### config.mk
export PLATFORM = sky130hd
export DESIGN_NAME = i2c_slave_regfile
export DESIGN_NICKNAME = d
export VERILOG_FILES = /design/src/rtl/i2c_slave_regfile.sv
export SDC_FILE = /design/constraint.sdc
export NUM_CORES = 1
export LEC_CHECK = 0
export CORE_MARGIN = 2
export CORE_UTILIZATION = 60
export CTS_BUF_LIST = sky130_fd_sc_hd__clkbuf_4
export CTS_CLUSTER_DIAMETER = 80
export CTS_CLUSTER_SIZE = 25
export DETAILED_ROUTE_END_ITERATION = 16
export DONT_BUFFER_PORTS = 1
export GPL_TIMING_DRIVEN = 0
export PLACE_DENSITY = 0.79
export REMOVE_ABC_BUFFERS = 1
export SYNTH_ARGS = -nofsm -noshare
export SYNTH_HDL_FRONTEND = slang
export SYNTH_SLANG_ARGS = --single-unit
### constraint.sdc
create_clock -name clk -period 2.1 [get_ports clk]
set_input_delay 0.105 -clock clk [delete_from_list [all_inputs] [get_ports clk]]
set_output_delay 0.105 -clock clk [all_outputs]
set_load 0.01 [all_outputs]
### src/rtl/i2c_slave_regfile.sv
// I2C target with a small register file. SCL/SDA are oversampled on clk,
// SDA is driven open-drain (o_sda_oe=1 pulls low). A write transaction sets
// the register pointer and then stores bytes with auto-increment. A read
// transaction returns bytes from the pointer, also with auto-increment.
module i2c_slave_regfile #(
    parameter logic [6:0] DEVICE_ADDR = 7'h50,
    parameter int         REG_NUM     = 16,
    parameter logic [7:0] RST_VAL     = 8'h00,
    localparam int        AW          = $clog2(REG_NUM)
) (
    input  logic          clk,
    input  logic          rst,
    input  logic          i_scl,
    input  logic          i_sda,
    output logic          o_sda_oe,
    output logic          o_wr_en,
    output logic [AW-1:0] o_wr_addr,
    output logic [7:0]    o_wr_data,
    output logic          o_busy,
    output logic          o_stop_flag
);

    typedef enum logic [3:0] {
        IDLE      = 4'd0,
        DEV_ADDR  = 4'd1,
        DEV_ACK   = 4'd2,
        REG_ADDR  = 4'd3,
        REG_ACK   = 4'd4,
        WR_DATA   = 4'd5,
        WR_ACK    = 4'd6,
        RD_DATA   = 4'd7,
        RD_ACK    = 4'd8,
        WAIT_STOP = 4'd9
    } state_t;

    state_t        state;
    logic          scl_s1, scl_s2, scl_d;
    logic          sda_s1, sda_s2, sda_d;
    logic [2:0]    bit_cnt;
    logic [6:0]    shreg;     // previous 7 received bits, or remaining bits to send
    logic [AW-1:0] ptr;
    logic          rw;        // R/W bit of the matched address byte
    logic          ack_ph;    // 0: waiting for the fall that starts ACK, 1: ACK being driven
    logic          rd_load;   // next SCL fall loads a new read byte
    logic [7:0]    regs [REG_NUM];

    logic          scl_rise, scl_fall, start_det, stop_det;
    logic [7:0]    shift_in;

    // Two-stage synchronizer plus one delay stage for edge detection; idle bus is high
    always_ff @(posedge clk) begin
        if (rst) begin
            scl_s1 <= 1'b1;
            scl_s2 <= 1'b1;
            scl_d  <= 1'b1;
            sda_s1 <= 1'b1;
            sda_s2 <= 1'b1;
            sda_d  <= 1'b1;
        end else begin
            scl_s1 <= i_scl;
            scl_s2 <= scl_s1;
            scl_d  <= scl_s2;
            sda_s1 <= i_sda;
            sda_s2 <= sda_s1;
            sda_d  <= sda_s2;
        end
    end

    assign scl_rise  = scl_s2 & ~scl_d;
    assign scl_fall  = ~scl_s2 & scl_d;
    assign start_det = scl_s2 & scl_d & sda_d & ~sda_s2;
    assign stop_det  = scl_s2 & scl_d & ~sda_d & sda_s2;
    assign shift_in  = {shreg, sda_s2};

    // Protocol FSM, register file and all registered outputs
    always_ff @(posedge clk) begin
        if (rst) begin
            state       <= IDLE;
            bit_cnt     <= 3'd0;
            shreg       <= 7'd0;
            ptr         <= '0;
            rw          <= 1'b0;
            ack_ph      <= 1'b0;
            rd_load     <= 1'b0;
            o_sda_oe    <= 1'b0;
            o_wr_en     <= 1'b0;
            o_wr_addr   <= '0;
            o_wr_data   <= 8'd0;
            o_busy      <= 1'b0;
            o_stop_flag <= 1'b0;
            for (int i = 0; i < REG_NUM; i++) begin
                regs[i] <= RST_VAL;
            end
        end else begin
            o_wr_en     <= 1'b0;
            o_stop_flag <= 1'b0;
            if (stop_det) begin
                // STOP wins over everything and ends any transaction
                state       <= IDLE;
                o_sda_oe    <= 1'b0;
                o_busy      <= 1'b0;
                o_stop_flag <= o_busy;
                bit_cnt     <= 3'd0;
                ack_ph      <= 1'b0;
                rd_load     <= 1'b0;
            end else if (start_det) begin
                // START or repeated START: restart address phase, keep pointer
                state    <= DEV_ADDR;
                o_sda_oe <= 1'b0;
                bit_cnt  <= 3'd0;
                ack_ph   <= 1'b0;
                rd_load  <= 1'b0;
            end else begin
                case (state)
                    IDLE: begin
                    end
                    DEV_ADDR: begin
                        if (scl_rise) begin
                            shreg   <= shift_in[6:0];
                            bit_cnt <= bit_cnt + 3'd1;
                            if (bit_cnt == 3'd7) begin
                                if (shift_in[7:1] == DEVICE_ADDR) begin
                                    state  <= DEV_ACK;
                                    rw     <= shift_in[0];
                                    o_busy <= 1'b1;
                                    ack_ph <= 1'b0;
                                end else begin
                                    state  <= WAIT_STOP;
                                    o_busy <= 1'b0;
                                end
                            end
                        end
                    end
                    DEV_ACK, REG_ACK, WR_ACK: begin
                        // ACK is held low from the fall after the 8th bit to the fall after the 9th
                        if (scl_fall) begin
                            if (!ack_ph) begin
                                o_sda_oe <= 1'b1;
                                ack_ph   <= 1'b1;
                            end else begin
                                ack_ph   <= 1'b0;
                                bit_cnt  <= 3'd0;
                                o_sda_oe <= 1'b0;
                                if (state == DEV_ACK && rw) begin
                                    // first read byte: MSB goes out on this same fall
                                    state    <= RD_DATA;
                                    shreg    <= regs[ptr][6:0];
                                    o_sda_oe <= ~regs[ptr][7];
                                end else if (state == DEV_ACK) begin
                                    state <= REG_ADDR;
                                end else begin
                                    state <= WR_DATA;
                                end
                            end
                        end
                    end
                    REG_ADDR: begin
                        if (scl_rise) begin
                            shreg   <= shift_in[6:0];
                            bit_cnt <= bit_cnt + 3'd1;
                            if (bit_cnt == 3'd7) begin
                                ptr    <= shift_in[AW-1:0];
                                state  <= REG_ACK;
                                ack_ph <= 1'b0;
                            end
                        end
                    end
                    WR_DATA: begin
                        if (scl_rise) begin
                            shreg   <= shift_in[6:0];
                            bit_cnt <= bit_cnt + 3'd1;
                            if (bit_cnt == 3'd7) begin
                                regs[ptr] <= shift_in;
                                o_wr_en   <= 1'b1;
                                o_wr_addr <= ptr;
                                o_wr_data <= shift_in;
                                ptr       <= ptr + AW'(1);
                                state     <= WR_ACK;
                                ack_ph    <= 1'b0;
                            end
                        end
                    end
                    RD_DATA: begin
                        if (scl_fall) begin
                            if (rd_load) begin
                                rd_load  <= 1'b0;
                                shreg    <= regs[ptr][6:0];
                                o_sda_oe <= ~regs[ptr][7];
                                bit_cnt  <= 3'd0;
                            end else if (bit_cnt == 3'd7) begin
                                o_sda_oe <= 1'b0;
                                state    <= RD_ACK;
                            end else begin
                                o_sda_oe <= ~shreg[6];
                                shreg    <= {shreg[5:0], 1'b0};
                                bit_cnt  <= bit_cnt + 3'd1;
                            end
                        end
                    end
                    RD_ACK: begin
                        if (scl_rise) begin
                            if (!sda_s2) begin
                                ptr     <= ptr + AW'(1);
                                rd_load <= 1'b1;
                                state   <= RD_DATA;
                            end else begin
                                state  <= WAIT_STOP;
                                o_busy <= 1'b0;
                            end
                        end
                    end
                    WAIT_STOP: begin
                        o_sda_oe <= 1'b0;
                    end
                    default: begin
                        state    <= IDLE;
                        o_sda_oe <= 1'b0;
                    end
                endcase
            end
        end
    end

endmodule

==> results.env, run 1 <==
TIMING.HOLD.WS_NS=0.146
SYNTH_TOP_AREA_SHARE_PCT=45.7
FINAL.SETUP.WORST_SLACK_NS=-0.0455
GP_CONGESTION=0.915
HOLD_DEPTH=2
NUMCLOCKSINKS=175
TOTAL_LEAKAGE_POWER_nW=3.68
GRT_MAX_DEGREE=52
FLOORPLAN.DIE.HEIGHT_UM=122
NUMPORTBUFFERS=0
CLK-INSERTION-DELAY-LATE_NS=0.60
MIN_PATH_TYPE='input pin to flip-flop'
OUTCOME='finished, violations left'
FINAL_LAYOUT_SIZE_SUFFIX_GT1_SHARE_PCT=23.4
SYNTH_COMMON_CELLS='sky130_fd_sc_hd__and3_1 (132), sky130_fd_sc_hd__edfxtp_1 (128), sky130_fd_sc_hd__clkbuf_1 (53)'
CTS_INSERTED_BUFFERS=17
SYNTH-ASYNC-RESET-RATIO_PCT=0
TIMING.SETUP.CRITICAL_PATH_CLASS='flip-flop to flip-flop'
SYN_AVG_CELL_AREA_UM2=12.3
STD_CELL_ROWS=43
FP.DIEAREA_UM2=15000
CRITPATHMAXFANOUT=11
CRIT_SLOWEST_CELL='sky130_fd_sc_hd__or4_1'
CP-START-KIND='flip-flop'
NUMBER_OF_SYNTHESIZED_FLOPS_WITH_AN_ENABLE_PIN=128
SETUP_VIOLATIONS=3
CRITICAL_PATH.TOP_DELAY_FAMILY='simple AND/OR/NAND/NOR gates'
NUM-NETS-FINAL=688
YS.FLOP_TYPE='sky130_fd_sc_hd__edfxtp_1'
DRT_WL_TOTAL_UM=21800
MAXSLEWVIOLCOUNT=0
END_KIND='flip-flop'
CTS.HTREE.LEVELS=4
VIOLATED_CHECKS='negative setup slack'
CLOCK_PATH_BUFFERS=2
MAX_CLOCK_FREQ_GHz=0.466
GRT_ANTENNA_BEFORE_REPAIR=0
POST-SYNTH-TOP-COUNT-CELL='sky130_fd_sc_hd__and3_1'
CLK_ROOT_BUFFER_CELL='sky130_fd_sc_hd__clkbuf_4'
INITIAL_UTILIZATION_PCT=61.0
DPL.HPWL_UM=12100
FIN_CELLS=871
DRT_DRC_VIOLATIONS_LEFT=0
CORE_UM2=13800
CTS.REPORTEDPATHS.CLKPINSLEW_NS=0.13
HOLD_VIOL=0
GLOBAL_ROUTE_WIRE_LENGTH_BEFORE_REPAIR_UM=32300
FINAL_STANDARD_CELL_UTILIZATION_OF_THE_CORE_PCT=68.3
SYNTH_CELL_TYPES=60
POST-ROUTE-MIN-PERIOD_NS=2.15
SYNTHESIZED_INSTANCE_COUNT=686
YS_WARN_COUNT=0
TIMING.HOLD.WORST.START='i_scl'
TIMING.RR.END='shreg[5]$_SDFFE_PP0P_'
TRITONCTS='built'
WORST_MARGIN_PIN_SLEW_NS=0.869
POWER_PER_CELL_AREA_nW_PER_UM2=668
MAX-SLEW-MARGIN-REL_PCT=42.0
AREAGROWTHSYNTHTOFINISH_PCT=12.0
DRT-PASS1-ITER-COUNT=5
MIN_DELAY_WORST_ENDPOINT='scl_s1$_SDFF_PP1_'
MAX_CAP_VIOL_COUNT=0
TIMING.CRITICAL_PATH.SLOWEST_CELL_DELAY_NS=0.52
VIA_COUNT=5999
GLOBALROUTETOTALUTIL_PCT=29.3
GLOBALROUTEOVERFLOWTOTAL=0
CP.ARRIVAL_NS=2.61
DRT-INITIAL-DRC-COUNT=647
WORST-R2R-SETUP-SLACK_NS=-0.05
TIMING.CRITICAL_PATH.BUF_INV=0
SYNTH-SEQ-CELLS=175
RSZ0062_AT_GRT='yes'
NUMBER_OF_CELLS_TRAVERSED_BY_THE_WORST_REGISTER_TO_REGISTER_PATH=5
SYNTH_AREA_LEADERS='sky130_fd_sc_hd__edfxtp_1 (46%), sky130_fd_sc_hd__dfxtp_1 (11%), sky130_fd_sc_hd__and3_1 (9.8%), sky130_fd_sc_hd__mux2i_1 (5.5%), sky130_fd_sc_hd__mux4_2 (3.2%)'
VIASPERCELL=6.89
CRITICAL_REGISTER_TO_REGISTER_PATH_STARTPOINT='state[1]$_SDFFE_PP0P_'
FIRST_GLOBAL_VIAS=5668
PERIOD_SHARE_PCT=102
WORST_IR_DROP_VDD_V=0.000556
NETLIST_AREA_UM2=8400
WIRE_PER_INST_UM=25.0
NETLIST.TOP_CELL.BY_AREA='sky130_fd_sc_hd__edfxtp_1'
CLOCK-SKEW-FINAL_NS=0.0235
TIMING.CRITICAL_PATH.CELLS='nor2_1 -> or4_1 -> o21a_2 -> and3_1 -> a311oi_1'
CP_DATA_REQUIRED_TIME_NS=2.56
ANTENNA_DIODE_INSTANCE_COUNT=0
SEQUENTIAL_FRACTION_OF_THE_SYNTHESIS_AREA_PCT=56.9
PLACED_CELLS=792
WIDTH_OF_THE_CHIP_UM=122
POSTROUTEANTENNANETS=0
IO-PIN-COUNT=20
## sequential cells by signal, summed over array words and instances, names as in the netlist, 3 cells and up, named ones only
signal     flops
bit_cnt        3
o_wr_addr      4
o_wr_data      8
ptr            4
regs         128
shreg          7
state          4
## metrics by stage
step                worst slack, ns  setup TNS [ns]  area, um^2  total power, W
floorplan                    -0.720         -143.49        8080         0.00407
global placement              -1.83         -395.03        8310         0.00414
detailed placement            -1.78         -360.71        8340         0.00416
CTS                         -0.0199          -0.218        9080         0.00626
global route                 -0.106          -0.188        9410         0.00644
finish                      -0.0455         -0.0791        9410         0.00628
## how the worst max path moves through the flow
stage	startpoint	cells after the start	slack, ns	end
2_1_floorplan	state[0]$_SDFFE_PP0P_	5	-0.72	regs[7][0]$_SDFFCE_PN0P_
3_3_place_gp	state[0]$_SDFFE_PP0P_	4	-1.83	regs[9][7]$_SDFFCE_PN0P_
3_5_place_dp	state[0]$_SDFFE_PP0P_	5	-1.78	regs[12][2]$_SDFFCE_PN0P_
4_1_cts	sda_s2$_SDFF_PP1_	5	-0.02	regs[14][0]$_SDFFCE_PN0P_
5_1_grt	state[1]$_SDFFE_PP0P_	5	-0.11	shreg[5]$_SDFFE_PP0P_
6_report	state[1]$_SDFFE_PP0P_	5	-0.05	shreg[5]$_SDFFE_PP0P_
## worst reg2reg max path: stages, from the launching register on
cell and delay [ns]:
sky130_fd_sc_hd__dfxtp_4 0.48, sky130_fd_sc_hd__nor2_1 0.15, sky130_fd_sc_hd__or4_1 0.52, sky130_fd_sc_hd__o21a_2 0.24
sky130_fd_sc_hd__and3_1 0.28, sky130_fd_sc_hd__a311oi_1 0.34
## kinds of logic after synthesis
logic type / count (synthesis) / synth area share, %
compound gates: 121 / 10.3
simple gates: 238 / 17.2
mux: 64 / 10.6
xor+xnor: 1 / 0.104
flops: 175 / 56.9
buf+inv: 81 / 4.03
fa+ha+maj: 6 / 0.893
## area by class of cell
class	count	area, um^2
inverters	5	18.8
clock buffers	21	158
well taps	180	225
repair buffers	47	452
clock inverters	11	164
fillers	981	4360
flip-flops and latches	175	4820
multi-input cells	432	3570
## timing repair
item                       4_1_cts  5_1_grt
pin swaps                        5        5
setup endpoints to repair      293      180
gates cloned                     2        2
hold buffers                     4        0
hold endpoints to repair       175        0
gates resized for setup         63       29
setup buffers                   17       22
## report_power, final
part / switching, W / internal, W
Sequential: 0.0000530 / 0.00381
Combinational: 0.000168 / 0.000111
Clock: 0.00114 / 0.000995
## layout by cell type, fill, tap and decap left out, drive strengths merged, types with 14 or more instances in the layout
cell type / instances
clkbuf: 23
mux2i: 46
o21ai: 14
a21o: 20
nor2: 31
dfxtp: 47
mux4: 18
edfxtp: 128
nand2: 14
a22oi: 21
buf: 42
a21oi: 18
and3: 134
## metal layers
metal	up-vias	track usage [%]	routed length, um
met4	0	10.8	724
met3	64	6.23	2010
li1	2630	-	-
met5	-	0	0
met1	2945	39.0	8350
met2	360	47.8	10700
Power figures use the tool's default switching activity.
==> run 2, diff against run 1 <==
- clock period: 2.1 -> 1.74 ns (I/O delays scaled with it)
==> results.env, run 2 (same netlist as run 1, synthesis figures left out) <==
GR-USAGE-MET1_PCT=43.1
VIOLATED_CHECKS='negative setup slack'
DRT-PASS1-ITER-COUNT=8
TIMING.RR.END='o_sda_oe$_SDFFE_PP0P_'
CTS_INSERTED_BUFFERS=17
GLOBALROUTETOTALUTIL_PCT=33.9
PERIOD_SHARE_PCT=120
FIRST_GLOBAL_VIAS=6421
WORST_IR_DROP_VDD_V=0.000600
INITIAL_UTILIZATION_PCT=61.0
MIN_PATH_TYPE='input pin to flip-flop'
FIN_CELLS=933
FIN_TNS_SETUP_NS=-44.38
POWER_PER_CELL_AREA_nW_PER_UM2=734
CP_DATA_REQUIRED_TIME_NS=2.28
MAXSLEWVIOLCOUNT=0
FINAL.SETUP.WORST_SLACK_NS=-0.340
TOTAL_LEAKAGE_POWER_nW=4.07
DRT-INITIAL-DRC-COUNT=1258
REGISTERS.TOP_BY_FF_COUNT='regs'
PLACED_CELLS=792
FLOORPLAN.DIE.HEIGHT_UM=122
DRT_WL_TOTAL_UM=28000
GRT.MET3_USAGE_PCT=6.88
GRT_MAX_DEGREE=52
POST-ROUTE-MIN-PERIOD_NS=2.08
FINAL_STANDARD_CELL_UTILIZATION_OF_THE_CORE_PCT=76.4
POSTROUTEANTENNANETS=0
WORST-R2R-SETUP-SLACK_NS=-0.34
TOTAL_PLACED_INSTANCE_AREA_UM2=8340
END_KIND='flip-flop'
MULTI_INPUT_COMB_AREA_UM2=4060
SETUP_VIOLATIONS=276
SEQ_AREA_UM2=4840
NUM-NETS-FINAL=750
CORE_UM2=13800
NUMCLOCKSINKS=175
CRITPATHMAXFANOUT=7
STD_CELL_ROWS=43
GRT_BUSIEST_LAYER='met2'
CP.ARRIVAL_NS=2.62
N_FILL_CELL=753
FP.DIEAREA_UM2=15000
VIA_COUNT=6984
MAX_CLOCK_FREQ_GHz=0.481
TRITONCTS='built'
FIN_AREA_UM2=10500
WORST_MARGIN_PIN_SLEW_NS=0.597
IO-PIN-COUNT=20
HOLD_VIOL=0
CP-START-KIND='flip-flop'
AREAGROWTHSYNTHTOFINISH_PCT=25.2
GRTUSAGEMET2_PCT=56.1
TIMING.HOLD.WORST.START='i_scl'
CLK_ROOT_BUFFER_CELL='sky130_fd_sc_hd__clkbuf_4'
MAX_CAP_VIOL_COUNT=0
VIASPERCELL=7.49
CLK-INSERTION-DELAY-LATE_NS=0.60
WIDTH_OF_THE_CHIP_UM=122
GRT_ANTENNA_BEFORE_REPAIR=0
CTS.REPORTEDPATHS.CLKPINSLEW_NS=0.14
FINAL_COMMON_CELL='sky130_fd_sc_hd__edfxtp_1'
GLOBALROUTEOVERFLOWTOTAL=0
LAYOUT_COMMON_CELLS='sky130_fd_sc_hd__edfxtp_1 (128), sky130_fd_sc_hd__and3_1 (115), sky130_fd_sc_hd__buf_4 (51)'
ANTENNA_DIODE_INSTANCE_COUNT=0
CTS.HTREE.LEVELS=4
CLOCK-SKEW-FINAL_NS=0.0226
NUMPORTBUFFERS=0
GP_CONGESTION=0.915
MIN_DELAY_WORST_ENDPOINT='scl_s1$_SDFF_PP1_'
RSZ0062_AT_GRT='yes'
LARGEST_REGISTER_FFS=128
DRT_DRC_VIOLATIONS_LEFT=0
TIMING.SETUP.CRITICAL_PATH_CLASS='flip-flop to flip-flop'
FINAL_LAYOUT_SIZE_SUFFIX_GT1_SHARE_PCT=38.9
DPL.HPWL_UM=12100
OUTCOME='finished, violations left'
MAX-SLEW-MARGIN-REL_PCT=60.2
NUMBER_OF_CELLS_TRAVERSED_BY_THE_WORST_REGISTER_TO_REGISTER_PATH=6
WIRE_PER_INST_UM=30.0
CLOCK_PATH_BUFFERS=2
PRE_CTS_WS_NS=-2.14
LARGEST_REGISTERS='regs x128, o_wr_data x8, shreg x7'
GLOBAL_ROUTE_WIRE_LENGTH_BEFORE_REPAIR_UM=37100
HOLD_DEPTH=2
==> run 2: cell count changes in the layout (fill, tap and decap cells not counted), sizes merged <==
cell,delta
and3,+7
clkbuf,-1
buf,+56
==> run 2: final cells by class <==
type | instances | area share, %
sequential | 175 | 46.0
multi-input combinational | 439 | 38.6
timing repair buffer | 102 | 10.0
tap | 180 | 2.14
clock inverter | 11 | 1.56
clock buffer | 21 | 1.50
inverter | 5 | 0.178
==> run 2: critical path, cell delays in order (launching register included) <==
cell and delay [ns]:
sky130_fd_sc_hd__dfxtp_4 0.47, sky130_fd_sc_hd__buf_6 0.13, sky130_fd_sc_hd__mux4_2 0.50, sky130_fd_sc_hd__mux2i_1 0.19, sky130_fd_sc_hd__mux2i_2 0.16, sky130_fd_sc_hd__or4_4 0.44
sky130_fd_sc_hd__a21oi_2 0.13
==> run 2: how the worst max path moves through the flow <==
| stage | start | endpoint | slack (ns) | cells after the start |
|---|---|---|---|---|
| global placement | state[0]$_SDFFE_PP0P_ | regs[9][7]$_SDFFCE_PN0P_ | -2.19 | 4 |
| floorplan | state[0]$_SDFFE_PP0P_ | regs[7][0]$_SDFFCE_PN0P_ | -1.08 | 5 |
| CTS | flip-flop | o_sda_oe$_SDFFE_PP0P_ | -0.17 | 5 |
| global route | state[0]$_SDFFE_PP0P_ | shreg[3]$_SDFFE_PP0P_ | -0.39 | 8 |
| detailed placement | state[0]$_SDFFE_PP0P_ | regs[12][2]$_SDFFCE_PN0P_ | -2.14 | 5 |
| finish | flip-flop | o_sda_oe$_SDFFE_PP0P_ | -0.34 | 6 |
==> run 2: layer usage <==
metal  wire length [um]  share of wire (%)
met1               9410                 34
met2              13300                 47
met3               3270                 12
met4               2060                7.4
met5                  0                  0
==> run 2: stage by stage <==
| stage | hold WS, ns | power, W |
|---|---|---|
| after floorplan | 0.159 | 0.00492 |
| after global placement | 0.171 | 0.00499 |
| after detailed placement | 0.173 | 0.00502 |
| after CTS | 0.0954 | 0.00761 |
| after global routing | 0.127 | 0.00787 |
| final | 0.122 | 0.00773 |
==> run 2: repair_timing <==
item,CTS,global route
endpoints found under the hold margin,172,0
endpoints found under the setup margin,296,280
gates cloned,8,6
pin swaps,32,38
setup buffers,71,23
hold buffers,4,0
gates resized for setup,160,84
==> run 2: power breakdown <==
group	switching [W]	internal [W]
sequential	0.0000736	0.00460
combinational	0.000251	0.000170
clock	0.00143	0.00120
==> run 3, diff against run 2 <==
- ABC_AREA: default -> 1
==> results.env, run 3 <==
SYNTH_AREA_LEADERS='sky130_fd_sc_hd__edfxtp_1 (46%), sky130_fd_sc_hd__dfxtp_1 (11%), sky130_fd_sc_hd__nand2_1 (10%), sky130_fd_sc_hd__nor2_1 (8.6%), sky130_fd_sc_hd__nand3_1 (6.9%)'
YS.FLOP_TYPE='sky130_fd_sc_hd__edfxtp_1'
VIASPERCELL=6.17
END_KIND='flip-flop'
CP-START-KIND='flip-flop'
DRT-PASS1-ITER-COUNT=6
TIMING.SETUP.CRITICAL_PATH_CLASS='flip-flop to flip-flop'
LARGEST_REGISTER_FFS=128
CP.ARRIVAL_NS=2.44
POWER_PER_CELL_AREA_nW_PER_UM2=1340
PRE_CTS_WS_NS=-1.53
SW_FRAC_OF_TOTAL_PCT=45.3
GRT_ANTENNA_BEFORE_REPAIR=1
SYNTH-ASYNC-RESET-RATIO_PCT=0
CELLINTERNALPOWER_W=0.00768
FIRST_GLOBAL_VIAS=6687
FINAL_LAYOUT_SIZE_SUFFIX_GT1_SHARE_PCT=30.7
OUTCOME='finished, violations left'
PERIOD_SHARE_PCT=120
MAX_CAP_VIOL_COUNT=0
SYNTH_CELL_TYPES=28
CLOCKPOWERSHARE_PCT=18.1
MAXSLEWVIOLCOUNT=0
SETUP_VIOLATIONS=282
FINAL_COMMON_CELL='sky130_fd_sc_hd__nand2_1'
FINALPOWER_W=0.0140
VIOLATED_CHECKS='negative setup slack'
POWER_SWITCHING_W=0.00637
LAYOUT_COMMON_CELLS='sky130_fd_sc_hd__nand2_1 (209), sky130_fd_sc_hd__edfxtp_1 (128), sky130_fd_sc_hd__nand3_1 (109)'
SEQUENTIAL_FRACTION_OF_THE_SYNTHESIS_AREA_PCT=57.3
POST-SYNTH-TOP-COUNT-CELL='sky130_fd_sc_hd__nand2_1'
FIN_CELLS=1208
PLACED_CELLS=1088
VIA_COUNT=7455
NUMPORTBUFFERS=0
CLOCK-SKEW-FINAL_NS=0.0456
NUMBER_OF_SYNTHESIZED_FLOPS_WITH_AN_ENABLE_PIN=128
FP.DIEAREA_UM2=14900
SYNTH_COMMON_CELLS='sky130_fd_sc_hd__nand2_1 (233), sky130_fd_sc_hd__nor2_1 (191), sky130_fd_sc_hd__edfxtp_1 (128)'
FIN_TNS_SETUP_NS=-60.22
SEQPWRFRAC_PCT=37.8
GLOBAL_ROUTE_WIRE_LENGTH_BEFORE_REPAIR_UM=35200
WORST_IR_DROP_VDD_V=0.00114
DRT_WL_TOTAL_UM=25900
POSTROUTEANTENNANETS=0
SYNTH_TOP_AREA_SHARE_PCT=46.0
FINAL_STANDARD_CELL_UTILIZATION_OF_THE_CORE_PCT=76.7
INITIAL_UTILIZATION_PCT=60.9
CLK-INSERTION-DELAY-LATE_NS=0.62
WORST_MARGIN_PIN_SLEW_NS=1.14
SYNTHESIZED_INSTANCE_COUNT=950
WIRE_PER_INST_UM=21.5
MIN_PATH_TYPE='input pin to flip-flop'
CORE_UM2=13700
NETLIST_AREA_UM2=8350
GP_CONGESTION=0.917
NUM-NETS-FINAL=1024
GRT_MAX_DEGREE=63
REGISTERS.TOP_BY_FF_COUNT='regs'
MAX-SLEW-MARGIN-REL_PCT=23.6
POST-ROUTE-MIN-PERIOD_NS=2.10
TOTAL_LEAKAGE_POWER_nW=4.14
CRITPATHMAXFANOUT=8
NETLIST.TOP_CELL.BY_AREA='sky130_fd_sc_hd__edfxtp_1'
MAX_CLOCK_FREQ_GHz=0.477
DRT_DRC_VIOLATIONS_LEFT=0
SYN_AVG_CELL_AREA_UM2=8.79
LARGEST_REGISTERS='regs x128, o_wr_data x8, shreg x7'
STD_CELL_ROWS=43
RSZ0062_AT_GRT='yes'
CP_DATA_REQUIRED_TIME_NS=2.08
FLOORPLAN.DIE.HEIGHT_UM=122
NUMCLOCKSINKS=175
IO-PIN-COUNT=20
SYNTH-SEQ-CELLS=175
GLOBALROUTEOVERFLOWTOTAL=0
POWER.SHARE.COMBINATIONAL_PCT=44.1
CTS.REPORTEDPATHS.CLKPINSLEW_NS=0.16
DRT-INITIAL-DRC-COUNT=1042
FINAL.SETUP.WORST_SLACK_NS=-0.355
CLK_ROOT_BUFFER_CELL='sky130_fd_sc_hd__clkbuf_4'
AREAGROWTHSYNTHTOFINISH_PCT=25.9
CTS_INSERTED_BUFFERS=17
WIDTH_OF_THE_CHIP_UM=122
CTS.HTREE.LEVELS=4
TRITONCTS='built'
DPL.HPWL_UM=11800
GLOBALROUTETOTALUTIL_PCT=32.0
HOLD_VIOL=0
CLOCK_PATH_BUFFERS=2
YS_WARN_COUNT=0
[run 3: cell types whose count changed in the layout (fill, tap and decap cells not counted), moves of 42 or more]
cell	delta
sky130_fd_sc_hd__and3_1	-115
sky130_fd_sc_hd__mux2i_1	-43
sky130_fd_sc_hd__nand3_1	+105
sky130_fd_sc_hd__nand2_1	+196
sky130_fd_sc_hd__nor2_4	+60
sky130_fd_sc_hd__nor2_1	+78
sky130_fd_sc_hd__nor2_2	+42
[run 3: final cells by class]
class / count / area [um^2]
Sequential cell: 175 / 4820
Multi-Input combinational cell: 680 / 3950
Fill cell: 839 / 3200
Timing Repair Buffer: 80 / 898
Inverter: 53 / 274
Tap cell: 180 / 225
Clock inverter: 13 / 161
Clock buffer: 19 / 143
Timing Repair inverter: 7 / 47.5
Antenna cell: 1 / 2.50
[run 3: timing repair]
| action | in CTS | in global routing |
|---|---|---|
| setup endpoints to repair | 296 | 280 |
| gates cloned | 7 | 2 |
| pin swaps | 11 | 19 |
| buffers inserted | 47 | 27 |
| hold buffers | 8 | 0 |
| resized for setup | 116 | 187 |
| hold endpoints to repair | 15 | 0 |
[run 3: cells by family after synthesis]
group                      synth area share, %
buffers and inverters                     4.54
AOI/OAI and AO/OA                         4.61
and+or+nand+nor                           32.7
adders and majority gates                0.899
DFF                                       57.3
[run 3: routing by layer]
layer  wire [um]  GRT usage [%]
met3        2640           6.51
met5           0              0
met2       12700           53.0
met1        8770           39.4
met4        1810           17.7
[run 3: worst paths after layout]
path                           startpoint                       end  slack (ns)  cells after the start
hold reg to reg           rw$_SDFFE_PP0P_           rw$_SDFFE_PP0P_        0.48                      2
setup reg to reg  bit_cnt[0]$_SDFFE_PP0P_  regs[2][2]$_SDFFCE_PN0P_       -0.36                     11
setup / recovery  bit_cnt[0]$_SDFFE_PP0P_  regs[2][2]$_SDFFCE_PN0P_       -0.36                     11
hold / removal                        rst          sda_d$_SDFF_PP1_        0.08                      2
[run 3: power by group through the flow]
stage          logic (W)  clock network [W]  registers, W
2_1_floorplan    0.00306                  0       0.00521
3_3_place_gp     0.00410                  0       0.00539
3_5_place_dp     0.00427                  0       0.00529
4_1_cts          0.00480            0.00246       0.00529
5_1_grt          0.00658            0.00268       0.00532
6_report         0.00620            0.00254       0.00530
[run 3: critical path: stages (launching register included)]
cell,delay (ns)
sky130_fd_sc_hd__dfxtp_2,0.38
sky130_fd_sc_hd__ha_4,0.15
sky130_fd_sc_hd__ha_4,0.14
sky130_fd_sc_hd__inv_4,0.04
sky130_fd_sc_hd__nor2_4,0.16
sky130_fd_sc_hd__inv_4,0.06
sky130_fd_sc_hd__nor2_8,0.12
sky130_fd_sc_hd__nand2_8,0.12
sky130_fd_sc_hd__nor2_8,0.24
sky130_fd_sc_hd__nand2_8,0.09
sky130_fd_sc_hd__nand2_2,0.15
sky130_fd_sc_hd__buf_6,0.18
[run 3: stage by stage]
stage / area, um^2 / hold WS (ns)
after floorplan: 8170 / 0.191
after global placement: 8400 / 0.191
after detailed placement: 8420 / 0.194
after CTS: 9650 / 0.110
after global routing: 10500 / 0.102
final: 10500 / 0.0825
